## src/rtl/reg_write_arbiter.sv

```systemverilog
// Round-robin arbiter sharing one 8-bit holding register among four requesters.
// Define REG_ARB_PARITY_EN to add the registered even-parity output reg_par.
module reg_write_arbiter #(
   parameter int HOLD_CYCLES = 2
) (
   input  logic        clk,
   input  logic        rst,
   input  logic [3:0]  req,
   input  logic [31:0] req_data,
   input  logic        clear,
   output logic [3:0]  ack,
   output logic [7:0]  reg_q,
   output logic [1:0]  reg_owner,
   output logic        reg_valid,
   output logic        busy
`ifdef REG_ARB_PARITY_EN
   ,
   output logic        reg_par
`endif
);

   localparam logic [0:0] IDLE      = 1'b0;
   localparam logic [0:0] HOLD      = 1'b1;
   localparam logic [3:0] HOLD_LOAD = 4'(HOLD_CYCLES - 1);

   logic [0:0] state_q, state_d;
   logic [1:0] ptr_q, ptr_d;
   logic [3:0] hcnt_q, hcnt_d;
   logic [3:0] ack_q, ack_d;
   logic [7:0] data_q, data_d;
   logic [1:0] owner_q, owner_d;
   logic       valid_q, valid_d;

   logic       win_found;
   logic [1:0] win_idx;
   logic [1:0] cand;
   logic       load;

   // Rotating priority search starting at ptr; first requester found wins.
   always_comb begin
      win_found = 1'b0;
      win_idx   = ptr_q;
      cand      = ptr_q;
      for (int k = 0; k < 4; k++) begin
         cand = ptr_q + 2'(k);
         if (!win_found && req[cand]) begin
            win_found = 1'b1;
            win_idx   = cand;
         end
      end
   end

   assign load = (state_q == IDLE) && win_found;

   always_comb begin
      state_d = state_q;
      ptr_d   = ptr_q;
      hcnt_d  = hcnt_q;
      ack_d   = 4'b0000;
      data_d  = data_q;
      owner_d = owner_q;
      valid_d = valid_q;
      if (load) begin
         state_d = HOLD;
         ptr_d   = win_idx + 2'd1;
         hcnt_d  = HOLD_LOAD;
         ack_d   = 4'b0001 << win_idx;
         data_d  = req_data[{win_idx, 3'b000} +: 8];
         owner_d = win_idx;
         valid_d = 1'b1;
      end else begin
         if (state_q == HOLD) begin
            if (hcnt_q == 4'd0) begin
               state_d = IDLE;
            end else begin
               hcnt_d = hcnt_q - 4'd1;
            end
         end
         // A same-edge load takes precedence, so clear only acts here.
         if (clear) begin
            data_d  = 8'h00;
            valid_d = 1'b0;
         end
      end
   end

   always_ff @(posedge clk or posedge rst) begin
      if (rst) begin
         state_q <= IDLE;
         ptr_q   <= 2'd0;
         hcnt_q  <= 4'd0;
         ack_q   <= 4'b0000;
         data_q  <= 8'h00;
         owner_q <= 2'd0;
         valid_q <= 1'b0;
      end else begin
         state_q <= state_d;
         ptr_q   <= ptr_d;
         hcnt_q  <= hcnt_d;
         ack_q   <= ack_d;
         data_q  <= data_d;
         owner_q <= owner_d;
         valid_q <= valid_d;
      end
   end

`ifdef REG_ARB_PARITY_EN
   logic par_q, par_d;

   assign par_d = ^data_d;

   always_ff @(posedge clk or posedge rst) begin
      if (rst) begin
         par_q <= 1'b0;
      end else begin
         par_q <= par_d;
      end
   end

   assign reg_par = par_q;
`endif

   assign ack       = ack_q;
   assign reg_q     = data_q;
   assign reg_owner = owner_q;
   assign reg_valid = valid_q;
   assign busy      = (state_q == HOLD);

endmodule
```

## config.mk

```make
export PLATFORM = sky130hd
export DESIGN_NAME = reg_write_arbiter
export DESIGN_NICKNAME = d
export VERILOG_FILES = /design/src/rtl/reg_write_arbiter.sv
export SDC_FILE = /design/constraint.sdc
export NUM_CORES = 1
export LEC_CHECK = 0
export ABC_AREA = 1
export CAP_MARGIN = 20
export CORE_UTILIZATION = 46
export CTS_CLUSTER_DIAMETER = 30
export CTS_CLUSTER_SIZE = 14
export DETAILED_ROUTE_END_ITERATION = 12
export PLACE_DENSITY = 0.8
export SLEW_MARGIN = 0
export SYNTH_ARGS = -nofsm -noshare
export SYNTH_HDL_FRONTEND = slang
export SYNTH_SLANG_ARGS = --single-unit
export TNS_END_PERCENT = 5
```

## constraint.sdc

```tcl
create_clock -name clk -period 2.3 [get_ports clk]
set_clock_uncertainty 0.1 [all_clocks]
set_input_delay 0.46 -clock clk [delete_from_list [all_inputs] [get_ports clk]]
set_output_delay 0.46 -clock clk [all_outputs]
set_load 0.01 [all_outputs]
```

After elaboration in Yosys (flattened, before gate mapping)
Index checks and enable logic that the tools add are counted.

storage, ports and cells
  RAM bits = 0
  memories = 0
  flip-flop bits (word level) = 22
  bits in latches = 0
  word-level logic and storage cells = 57
  bits in read-only memories = 0
  bits of input ports = 39

operators by class
  $lt $le $gt $ge = 4
  bitwise gates (word level) = 1
  equality and inequality tests = 1
  div/mod/pow operators = 0
  $mul = 0
  add/sub/neg operators = 5
  reductions and logical operators = 11
  shift operators = 2
  mux-type cells = 26

operator list
  cell                                                         count
  variable part select 32 x 6 -> 8 bit                         1
  2-to-1 mux 4 bit                                             4
  2-to-1 mux 8 bit                                             2
  2-to-1 mux 1 bit                                             13
  less-than comparator 2 x 3 -> 1 bit (second input constant)  4
  binary-select mux 1 bit (select 2 bit)                       4
  2-to-1 mux 2 bit                                             3
  adder 2 x 1 -> 2 bit (second input constant)                 2
  adder 2 bit (second input constant)                          2
  logical AND 1 bit                                            4
  logical NOT 4 bit                                            1
  nonzero test 2 bit                                           2
  << shifter 1 x 2 -> 4 bit (first input constant)             1
  subtractor 4 x 1 -> 4 bit (second input constant)            1
  logical NOT 1 bit                                            3
  inequality test 2 bit (second input constant)                1
  AND reduction 2 bit                                          1
  inverter 1 bit                                               1

Longest topological paths before layout
  depth after elaboration = 15
  mapped depth = 16
  depth with buffers taken out = 14

Worst setup path after synthesis
No wires, ideal clock.

  path kind = register to register
  from = register ptr_q[1]
  to = register ptr_q[1]
  data arrival time = 1.719 ns
  data required time = 2.073 ns
  slack = 0.355 ns
  clock period less this slack = 1.945 ns
  cell stages (with the launch flop) = 16
  path through = dfrtp_1 > buf_6 > inv_4 > nand2_2 > nand2_4 > nand2_1 > nand2_2 > nand3_2 > nand2_2 > nand2_4 > nand2_4 > buf_6 > inv_1 > ha_1 > nand2_1 > o21ai_0

between the ends
  cells in the longest elaborated chain, start to end = 13

ends and longest elaborated chain
  what                                                                           RTL line  text
  start, declared                                                                27        logic [1:0] ptr_q, ptr_d;
  start signal, assigned                                                         98        ptr_q <= ptr_d;
  parallel branches: the longest is 11 deep, another holds adder 2 x 1 -> 2 bit  -
  2-to-1 mux 2 bit (*)                                                           46        if (!win_found && req[cand]) begin
  net win_idx[0]                                                                 35        logic [1:0] win_idx;
  adder 2 x 1 -> 2 bit (*)                                                       65        ptr_d = win_idx + 2'd1;

Mark *: on every way through the listed nets, which the timed path passes. The select of a mux whose other input is x is not followed.
A chain may end at the register's enable or synchronous reset.

Final worst setup path
Ends and elaborated chain as after synthesis.

==> flow_metrics.py <==
metrics = {
    "setup_path": {
        "ff2ff_path_depth": 14,
        "required_ps": 2400,
        "crit_fanout": 8,
        "slowest_delay_ps": 600,
        "end_kind": "flop",
        "path_cells": "inv_4 > nand2_2 > nand2_4 > nand2_1 > nand2_2 > nand2_2 > nand2_1 > nand2_2 > nand2_4 > nand2_4 > inv_1 > ha_1 > nand2_1 > o21ai_0",
        "critPathBufInv": 2,
        "r2r_slack_ps": 190,
        "r2r-end": "ptr_q[1]",
        "cp-start-kind": "flop",
        "worst_path_most_repeated_cell": "nand2_2",
        "crit_path_top_delay_cell": "dfrtp_1",
        "critical-path-top-delay-family": "simple AND/OR/NAND/NOR gates",
        "critPathKind": "flop to flop",
        "worstReg2RegStart": "ptr_q[1]",
        "critical_path_arrival_ps": 2210,
    },
    "sta": {
        "grt_setup_unrepaired": "no",
        "final.period_utilization_pct": 91.8,
        "hold_viol": 0,
        "setup_slack_ps": 189,
        "worst_pin_slew_ps": 392,
        "fin_crit_ps": 2110,
        "drv_slew": 0,
        "holdWs_ps": 372,
        "relSlewSlack_pct": 73.9,
        "setup_viol": 0,
        "fmax_mhz": 474,
        "fin_tns_setup_ps": 0,
    },
    "synth": {
        "synth-seq-cells": 22,
        "ys_top_cells_by_area": "dfrtp_1, nand3_1, nand2_1",
        "postSynthCellCount": 224,
        "synthDistinctLibCells": 24,
        "netlist.area_leader.share_pct": 33.0,
        "yosysWarnings": 0,
        "syn-cell-area_um2": 1670,
        "postSynthAreaPerCell_um2": 7.45,
        "syn-num-nets": 269,
        "yosysTopAreaCell": "dfrtp_1",
        "ys_seq_area_share_pct": 33.0,
    },
    "global_route": {
        "grt_max_degree": 23,
        "antenna_found_initial": 0,
        "grt_pass1_vias": 1626,
        "global_route.overflow_total": 0,
        "grt_use_total_pct": 22.3,
        "grt_pass1_wl_mm": 6.88,
    },
    "clock_tree": {
        "clock-sinks": 22,
        "cts_setup_buffers": 0,
        "cts_resized": 0,
        "root_buffer": "clkbuf_4",
        "cts_max_level": 1,
        "clk_path_buf_depth": 2,
        "clk_pin_slew_worst_paths_ps": 130,
        "cts_tree": "done",
        "cts_buffers": 3,
        "holdBufCountCts": 0,
        "insertion_delay_ps": 310,
    },
    "cells_and_area": {
        "drive_gt1_share_pct": 19.9,
        "final_cells": 333,
        "nNetsFinal": 333,
        "syn2layout_area_growth_pct": 42.9,
        "num_antenna_cells": 0,
    },
    "outcome": {
        "status": "complete, no violations",
    },
    "drt": {
        "drc": 0,
        "dr.pass1.iters": 4,
        "vias": 1659,
        "avgRoutedWirePerCell_um": 11.9,
        "drtIter0Drc": 66,
        "viasPerCell": 4.98,
        "detail-route-antenna-nets": 0,
        "wl_mm": 3.96,
    },
    "pwr": {
        "p_per_area_nw_per_um2": 1550,
        "peakVddDrop_mv": 0.664,
        "internal_power_mw": 1.91,
        "p_sw_mw": 1.78,
        "p_sw_share_pct": 48.3,
        "finalPower_mw": 3.68,
        "p_leak_nw": 1.18,
        "p_comb_share_pct": 74.1,
        "pwr-share-seq_pct": 17.8,
        "power_frac_clock_pct": 8.1,
    },
    "floorplan": {
        "die_h_um": 62.2,
        "start_util_pct": 48.8,
        "rows": 21,
        "fp.dieW_um": 62.2,
        "die_area_um2": 3870,
        "io_pins": 55,
        "core-area_um2": 3420,
    },
    "place": {
        "dpl_worst_slack_ps": -98.7,
        "io_buffers": 54,
        "dp_cells": 329,
        "routabilityCongestion": 0.870,
        "dpl.hpwl_mm": 3.05,
    },
    "flow_run": {
        "max_cap_violations": 0,
    },
    "hold_path": {
        "min_path_type": "primary input to async pin",
    },
}
==> area by class of cell <==
cell class	count	area, µm²
inverters	22	86.3
well taps	46	57.6
multi-input cells	172	961
clock buffers	3	22.5
repair buffers	67	676
flip-flops and latches	22	551
clock inverters	1	30.0
fillers	309	1030
==> placed cells by master, fill, tap and decap left out, drive strengths merged, types with 2 or more instances in the layout <==
| master | instances |
|---|---|
| nor2 | 7 |
| ha | 6 |
| nand3 | 52 |
| nand2 | 94 |
| buf | 13 |
| clkdlybuf4s50 | 54 |
| dfrtp | 22 |
| o21ai | 5 |
| nand4 | 3 |
| xor2 | 2 |
| inv | 21 |
| clkbuf | 3 |
==> how the worst max path moves through the flow <==
stage,cells past startpoint,endpoint,from
6_report,14,ptr_q[1],ptr_q[1]
3_5_place_dp,11,ptr_q[1],req[0]
3_3_place_gp,11,ptr_q[1],req[0]
4_1_cts,14,ptr_q[1],ptr_q[1]
2_1_floorplan,15,ptr_q[1],ptr_q[1]
5_1_grt,12,ack[1],ptr_q[1]
==> sequential cells by signal (all words and copies together), names as in the netlist <==
register   count
hcnt_q         4
reg_valid      1
busy           1
ptr_q          2
reg_q          8
ack            4
reg_owner      2
==> kinds of logic after synthesis <==
| kind of cell | after synthesis | synth area share [%] |
|---|---|---|
| buffers and inverters | 30 | 9.38 |
| DFF | 22 | 33.0 |
| xor gates and xnor gates | 2 | 1.05 |
| and+or+nand+nor | 156 | 49.5 |
| adders and majority gates | 6 | 4.50 |
| AOI/OAI and AO/OA | 8 | 2.55 |
==> worst min-delay path, stage by stage <==
cell and delay, ps:
clkdlybuf4s50_1 400, inv_1 50, buf_4 270
==> per-stage QoR <==
stage                     area, µm²  util, %
after global routing           2380     69.8
final                          2380     69.8
after global placement         2330     68.2
after detailed placement       2330     68.2
after CTS                      2380     69.8
after floorplan                1670        -
==> synthesized netlist by cell type <==
master    number
xor2_1         2
buf_4          2
nand3_2        3
o22ai_1        1
buf_6          4
a21oi_1        1
nand2_4        8
nor2_1         6
nand2_1       64
a31oi_1        1
nor2_4         1
inv_2          2
nand3_1       49
nand2_2       22
buf_2          2
inv_1         18
ha_1           6
o21ai_0        4
o21ai_1        1
clkinv_2       1
nand4_1        1
inv_4          1
nand4_4        2
dfrtp_1       22
==> power by group through the flow <==
stage                     Combinational (mW)  Clock, mW  Sequential (mW)
after floorplan                         1.81          0            0.684
after global placement                  2.66          0            0.660
after detailed placement                2.72          0            0.659
after CTS                               2.74      0.304            0.654
after global routing                    3.02      0.321            0.681
final                                   2.73      0.300            0.655
==> metal layers <==
layer	vias up	global-route usage, %	part of all wire [%]
li1	843	-	-
met1	750	28.3	46
met2	60	36.3	46
met3	6	3.86	6.4
met4	0	11.9	1.9
met5	-	0	0
Note: power is estimated with default switching activity, not from simulation.
